--- src/rtl/full_adder_pipe_if.sv ---
// ============================================================================
// Module      : full_adder_pipe_if
// Description : Operand/result bundle for full_adder_pipe. The optional ovf
//               signal exists only when FULL_ADDER_OVF_EN is defined.
// Revision    : 1.0 - initial release
// ============================================================================
`default_nettype none

interface full_adder_pipe_if #(
    parameter int WIDTH = 1
);
    logic             in_valid;
    logic [WIDTH-1:0] a;
    logic [WIDTH-1:0] b;
    logic             cin;
    logic             out_valid;
    logic             cout;
    logic [WIDTH-1:0] sum;
`ifdef FULL_ADDER_OVF_EN
    logic             ovf;
`endif

    // Producer side: drives operands, observes the registered result.
    modport master (
        output in_valid,
        output a,
        output b,
        output cin,
        input  out_valid,
        input  cout,
        input  sum
`ifdef FULL_ADDER_OVF_EN
        ,
        input  ovf
`endif
    );

    // Adder side: consumes operands, drives the registered result.
    modport slave (
        input  in_valid,
        input  a,
        input  b,
        input  cin,
        output out_valid,
        output cout,
        output sum
`ifdef FULL_ADDER_OVF_EN
        ,
        output ovf
`endif
    );
endinterface

`default_nettype wire

--- src/rtl/full_adder_pipe.sv ---
// ============================================================================
// Module      : full_adder_pipe
// Description : Registered WIDTH-bit ripple-carry adder, 1-cycle latency,
//               valid-qualified. Define FULL_ADDER_OVF_EN to add a registered
//               two's-complement overflow flag (ovf).
// Revision    : 1.0 - initial release
// ============================================================================
`default_nettype none

module full_adder_pipe #(
    parameter int WIDTH = 1
) (
    input  wire logic          clk,
    input  wire logic          rst_n,
    full_adder_pipe_if.slave   bus
);

    logic [WIDTH:0]   carry;
    logic [WIDTH-1:0] sum_bits;

    assign carry[0] = bus.cin;

    for (genvar i = 0; i < WIDTH; i++) begin : g_bit
        assign sum_bits[i]  = bus.a[i] ^ bus.b[i] ^ carry[i];
        assign carry[i+1]   = (bus.a[i] & bus.b[i]) | (carry[i] & (bus.a[i] ^ bus.b[i]));
    end

    logic             valid_q, valid_d;
    logic             cout_q,  cout_d;
    logic [WIDTH-1:0] sum_q,   sum_d;
`ifdef FULL_ADDER_OVF_EN
    logic             ovf_q,   ovf_d;
`endif

    // Result registers only load on a valid beat, so idle operands (even X)
    // never reach the outputs.
    always_comb begin
        valid_d = bus.in_valid;
        cout_d  = cout_q;
        sum_d   = sum_q;
`ifdef FULL_ADDER_OVF_EN
        ovf_d   = ovf_q;
`endif
        if (bus.in_valid) begin
            cout_d = carry[WIDTH];
            sum_d  = sum_bits;
`ifdef FULL_ADDER_OVF_EN
            ovf_d  = carry[WIDTH] ^ carry[WIDTH-1];
`endif
        end
    end

    always_ff @(posedge clk or negedge rst_n) begin
        if (!rst_n) begin
            valid_q <= 1'b0;
            cout_q  <= 1'b0;
            sum_q   <= '0;
`ifdef FULL_ADDER_OVF_EN
            ovf_q   <= 1'b0;
`endif
        end else begin
            valid_q <= valid_d;
            cout_q  <= cout_d;
            sum_q   <= sum_d;
`ifdef FULL_ADDER_OVF_EN
            ovf_q   <= ovf_d;
`endif
        end
    end

    assign bus.out_valid = valid_q;
    assign bus.cout      = cout_q;
    assign bus.sum       = sum_q;
`ifdef FULL_ADDER_OVF_EN
    assign bus.ovf       = ovf_q;
`endif

endmodule

`default_nettype wire

--- src/flat_wrapper.sv ---
// flat-port wrapper written by rule: the top's interface ports become plain ports
module full_adder_pipe_flat 
#(
    parameter int WIDTH = 1
)
  (clk, rst_n, bus_in_valid, bus_a, bus_b, bus_cin, bus_out_valid, bus_cout, bus_sum);
  full_adder_pipe_if #(.WIDTH(WIDTH)) bus_i ();
  input  wire logic clk;
  input  wire logic rst_n;
  input wire logic [$bits(bus_i.in_valid)-1:0] bus_in_valid;
  input wire logic [$bits(bus_i.a)-1:0] bus_a;
  input wire logic [$bits(bus_i.b)-1:0] bus_b;
  input wire logic [$bits(bus_i.cin)-1:0] bus_cin;
  output wire logic [$bits(bus_i.out_valid)-1:0] bus_out_valid;
  output wire logic [$bits(bus_i.cout)-1:0] bus_cout;
  output wire logic [$bits(bus_i.sum)-1:0] bus_sum;
  assign bus_i.in_valid = bus_in_valid;
  assign bus_i.a = bus_a;
  assign bus_i.b = bus_b;
  assign bus_i.cin = bus_cin;
  assign bus_out_valid = bus_i.out_valid;
  assign bus_cout = bus_i.cout;
  assign bus_sum = bus_i.sum;
  full_adder_pipe #(.WIDTH(WIDTH)) u_core (.clk(clk), .rst_n(rst_n), .bus(bus_i));
endmodule
--- config.mk ---
export PLATFORM = sky130hd
export DESIGN_NAME = full_adder_pipe_flat
export DESIGN_NICKNAME = d
export VERILOG_FILES = /design/src/rtl/full_adder_pipe_if.sv /design/src/rtl/full_adder_pipe.sv /design/src/flat_wrapper.sv
export SDC_FILE = /design/constraint.sdc
export NUM_CORES = 1
export LEC_CHECK = 0
export ABC_AREA = 1
export BUFFER_PORTS_ARGS = -buffer_cell sky130_fd_sc_hd__buf_2
export CAP_MARGIN = 20
export CORE_AREA = 2 2 39 41
export CTS_CLUSTER_SIZE = 8
export DETAILED_ROUTE_END_ITERATION = 8
export DIE_AREA = 0 0 41 43
export GPL_TIMING_DRIVEN = 0
export MAX_ROUTING_LAYER = met4
export SYNTH_ARGS = -nofsm -noshare
export SYNTH_HDL_FRONTEND = slang
export SYNTH_SLANG_ARGS = --single-unit
export TNS_END_PERCENT = 10
--- constraint.sdc ---
create_clock -name clk -period 1.44 [get_ports clk]
set_input_delay 0.144 -clock clk [delete_from_list [all_inputs] [get_ports clk]]
set_output_delay 0.144 -clock clk [all_outputs]
set_load 0.01 [all_outputs]
==> impl_metrics.json, run 1 <==
{
  "pwr-share-comb_pct": 13.5,
  "vias": 119,
  "arrival_ps": 730,
  "regArea_um2": 75.1,
  "cp_cell_sequence": "buf_2",
  "fmax_mhz": 1140,
  "p_total_mw": 0.280,
  "cts_tree": "done",
  "tightest_slew_ps": 82.2,
  "post-route-period-util_pct": 60.8,
  "die_y_um": 43,
  "critPathTopFamily": "flip-flops",
  "outcome": "complete, no violations",
  "grt_usage_pct": 4.74,
  "syn_to_final_growth_pct": 79.4,
  "cts_root_buf": "clkbuf_4",
  "seqPwrFrac_pct": 34.6,
  "rows": 14,
  "post_cts_buffers": 0,
  "yosysSeqAreaShare_pct": 61.9,
  "pin_count": 9,
  "drc": 0,
  "grt_pass1_wl_um": 434,
  "final.setup_skew_ps": 0,
  "drive_above_1_share_pct": 45.8,
  "clock-sinks": 3,
  "die_w_um": 41,
  "drt_first_pass_iters": 1,
  "clockPowerShare_pct": 51.8,
  "syn_avg_cell_area_um2": 11.0,
  "core_um2": 1380,
  "fin_nets": 32,
  "hp-class": "primary input to register",
  "initial_core_util_pct": 8.77,
  "antenna_found_initial": 0,
  "worstReg2RegStart": "u_core.bus.cout",
  "hold_path_startpoint": "bus_in_valid",
  "critPathCaptureType": "output port",
  "clk_latency_ps": 230,
  "routed_wl_um": 272,
  "hold_viol_final": 0,
  "setup_viol_count_final": 0,
  "startpoint": "u_core.bus.cout",
  "synthCells": 11,
  "rsz0062_at_grt": "false",
  "wire_per_inst_um": 6.80,
  "timing.slew.headroom_pct": 94.5,
  "power_density_nw_per_um2": 1280,
  "die_area_um2": 1760,
  "finalMaxSlewViolations": 0,
  "multi_input_area_um2": 42.5,
  "critPathMaxFanout": 2,
  "syn_nets": 18,
  "slowest_stage": "dfrtp_1",
  "n_antenna_cell": 0,
  "ys.warnings.count": 0,
  "htreeDepth": 1,
  "regToRegSetupSlack_ps": 850,
  "ys_ff_latch": 3,
  "crit_path_max_incr_delay_ps": 360,
  "fin_tns_setup_ps": 0,
  "switchingPower_mw": 0.0641,
  "numCtsBuffers": 3,
  "gp_congestion": 0.534,
  "critical_path_class": "register to output port",
  "drt-initial-drc-count": 0,
  "grt_pass1_vias": 130,
  "crit_buf_inv": 1,
  "ys_types": 4,
  "critPathRequiredTime_ps": 1300,
  "viasPerCell": 2.98,
  "maxCapViolations": 0,
  "internal-power_mw": 0.216,
  "ant_nets": 0,
  "numPortBuffers": 8,
  "n_fill_cell": 160,
  "grt_max_degree": 5,
  "finalCriticalPeriod_ps": 876,
  "vdd_drop_max_v": 0.000180,
  "cts.clk_slew.worst_paths_ps": 30,
  "synthesis.area_um2": 121,
  "p_leak_nw": 0.117,
  "crit_path_start_kind": "register",
  "cts.path.max_buffers": 2,
  "gr-total-overflow": 0,
  "switching_share_pct": 22.9
}
## per-layer routing
metal | GRT usage (%) | vias to the layer above | wire [um]
met3 | 1.57 | 0 | 40
met5 | - | - | 0
met1 | 4.52 | 54 | 112
met2 | 4.38 | 8 | 119
met4 | 10.0 | 0 | 0
li1 | - | 57 | -
## logic make-up after synthesis
family | after synthesis | synth area share, %
simple gates | 6 | 18.6
flops | 3 | 61.9
buf+inv | 1 | 3.09
fa+ha+maj | 1 | 16.5
## placed cells by master (no fill, tap or decap), drive strengths merged
cell type	Yosys	final
dlygate4sd3	0	1
dfrtp	3	3
buf	0	8
clkbuf	0	4
fa	1	1
nand2	6	6
inv	1	1
## flip-flops by register name, indices dropped and copies added (netlist names)
| name | count |
|---|---|
| u_core.bus.cout | 1 |
| u_core.bus.sum | 1 |
| u_core.bus.out_valid | 1 |
## area by class of cell
| class | instances | area share (%) |
|---|---|---|
| flip-flops and latches | 3 | 34.5 |
| clock buffers | 4 | 12.1 |
| multi-input cells | 7 | 19.5 |
| well taps | 16 | 9.20 |
| inverters | 1 | 1.72 |
| repair buffers | 9 | 23.0 |
## synthesized netlist by cell type
master | instances | area (um2)
fa_1 | 1 | 20.0
dfrtp_1 | 3 | 75.1
nand2_1 | 6 | 22.5
inv_1 | 1 | 3.75
## what timing repair did
item / in CTS / in global routing
hold endpoints to repair: 3 / 0
gates resized for setup: 0 / 0
hold buffers: 1 / 0
## stage by stage
stage                     cells  area [um2]  util (%)  hold WS, ps  setup WS [ps]
after floorplan              11         121         -         -152            626
after global placement       35         181      13.1        -59.5            479
after detailed placement     35         181      13.1        -56.6            480
after CTS                    40         218      15.7         59.1            552
after global routing         40         218      15.7         65.4            530
final                        40         218      15.7         65.9            564
## final timing paths
kind / to / cells past startpoint
max in group asynchronous: u_core.bus.cout / 2
hold / removal: u_core.bus.out_valid / 1
setup / recovery: bus_cout / 1
setup reg to reg: u_core.bus.cout / 2
min in group asynchronous: u_core.bus.sum / 2
hold reg to reg: u_core.bus.sum / 2
## power by group through the flow
stage / clock network [mW] / registers (mW) / logic (mW)
global route: 0.164 / 0.0977 / 0.0436
CTS: 0.152 / 0.0969 / 0.0395
detailed placement: 0 / 0.0980 / 0.0368
global placement: 0 / 0.0976 / 0.0363
floorplan: 0 / 0.103 / 0.00984
finish: 0.145 / 0.0969 / 0.0379
Note: power is estimated with default switching activity, not from simulation.
==> run 2, diff against run 1 <==
==> constraint.sdc (replaced) <==
create_clock -name clk -period 0.82 [get_ports clk]
set_input_delay 0.082 -clock clk [delete_from_list [all_inputs] [get_ports clk]]
set_output_delay 0.082 -clock clk [all_outputs]
set_load 0.01 [all_outputs]
==> impl_metrics.json, run 2 (same netlist as run 1, synthesis figures left out) <==
{
  "maxCapViolations": 0,
  "numPortBuffers": 8,
  "clk_latency_ps": 230,
  "vias": 122,
  "pwr-share-comb_pct": 14.2,
  "syn_to_final_growth_pct": 87.6,
  "setup_viol_count_final": 0,
  "grt_max_degree": 5,
  "timing.slew.headroom_pct": 94.5,
  "htreeDepth": 1,
  "gp_congestion": 0.534,
  "ant_nets": 0,
  "die_y_um": 43,
  "grt_usage_pct": 4.84,
  "outcome": "complete, no violations",
  "cts.path.max_buffers": 2,
  "switching_share_pct": 22.9,
  "n_antenna_cell": 0,
  "seqPwrFrac_pct": 34.4,
  "numCtsBuffers": 3,
  "pre_cts_ws_ps": -78.4,
  "rows": 14,
  "slowest_stage": "dfrtp_1",
  "fmax_mhz": 1220,
  "viasPerCell": 2.98,
  "die_w_um": 41,
  "critPathCaptureType": "output port",
  "cp_cell_sequence": "buf_2",
  "layout_commonest_cell": "buf_2",
  "tightest_slew_ps": 82.2,
  "cts_root_buf": "clkbuf_4",
  "critPathTopFamily": "flip-flops",
  "final.setup_skew_ps": 0,
  "drive_above_1_share_pct": 44.0,
  "switchingPower_mw": 0.114,
  "pin_count": 9,
  "routed_wl_um": 282,
  "met3_wirelength_um": 38,
  "die_area_um2": 1760,
  "p_leak_nw": 0.122,
  "cts.clk_slew.worst_paths_ps": 40,
  "drt-initial-drc-count": 0,
  "grt_pass1_vias": 133,
  "vdd_drop_max_v": 0.000325,
  "fin_nets": 33,
  "grt_pass1_wl_um": 448,
  "top_layer_used": "met3",
  "wire_per_inst_um": 6.88,
  "crit_buf_inv": 1,
  "arrival_ps": 740,
  "layout_common_cells": "buf_2, nand2_1, clkbuf_4, dfrtp_1, dlygate4sd3_1",
  "met2_length_um": 125,
  "antenna_found_initial": 0,
  "cts_tree": "done",
  "initial_core_util_pct": 8.77,
  "power_density_nw_per_um2": 2170,
  "critPathMaxFanout": 2,
  "fin_area_um2": 228,
  "rsz0062_at_grt": "true",
  "drt-met1-wl_um": 119,
  "finalMaxSlewViolations": 0,
  "hp-class": "primary input to async pin",
  "drc": 0,
  "post_cts_buffers": 0,
  "critical_path_class": "register to output port",
  "critPathRequiredTime_ps": 740,
  "p_total_mw": 0.495,
  "clock-sinks": 3,
  "post-route-period-util_pct": 99.7,
  "internal-power_mw": 0.382,
  "core_um2": 1380,
  "clockPowerShare_pct": 51.4,
  "crit_path_start_kind": "register",
  "drt_first_pass_iters": 1,
  "setup_slack_ps": 2.71,
  "hold_viol_final": 0,
  "gr-total-overflow": 0,
  "placed_area_um2": 181,
  "crit_path_max_incr_delay_ps": 370,
  "finalCriticalPeriod_ps": 817
}
run 2: final timing paths:
check,from,end,slack (ps),cells past startpoint
setup / recovery,u_core.bus.cout,bus_cout,3,1
hold / removal,rst_n,u_core.bus.sum,170,2
setup reg to reg,u_core.bus.cout,u_core.bus.cout,230,2
hold reg to reg,u_core.bus.sum,u_core.bus.sum,470,2
max in group asynchronous,rst_n,u_core.bus.cout,540,2
min in group clk,bus_a,u_core.bus.sum,230,4
run 2: layout make-up:
cell class / count / area, um2
clock buffers: 4 / 26.3
fillers: 161 / 1160
inverters: 1 / 3.75
multi-input cells: 7 / 42.5
flip-flops and latches: 3 / 75.1
well taps: 16 / 20.0
repair buffers: 10 / 60.1
run 2: per-layer routing:
layer,vias to the layer above,GRT usage (%)
met2,8,4.69
met4,0,10.0
li1,59,-
met1,55,4.52
met5,-,-
met3,0,1.57
run 2: stage by stage:
step / cells / setup TNS, ps / utilization [%] / hold WS (ps)
after floorplan: 11 / 0 / - / -214
after global placement: 35 / -116 / 13.1 / -122
after detailed placement: 35 / -118 / 13.1 / -119
after CTS: 41 / -6.22 / 16.5 / 172
after global routing: 41 / -50.0 / 16.5 / 178
final: 41 / 0 / 16.5 / 173
run 2: repair_timing:
action                                  in CTS  in global routing
gates resized for setup                      0                  0
hold endpoints to repair                     4                  0
endpoints found under the setup margin       1                  2
hold buffers                                 2                  0
run 2: power by group through the flow:
stage / Sequential (mW) / Clock, mW / Combinational [mW]
3_5_place_dp: 0.172 / 0 / 0.0647
3_3_place_gp: 0.171 / 0 / 0.0638
4_1_cts: 0.170 / 0.268 / 0.0730
6_report: 0.170 / 0.254 / 0.0705
5_1_grt: 0.172 / 0.288 / 0.0810
2_1_floorplan: 0.181 / 0 / 0.0173
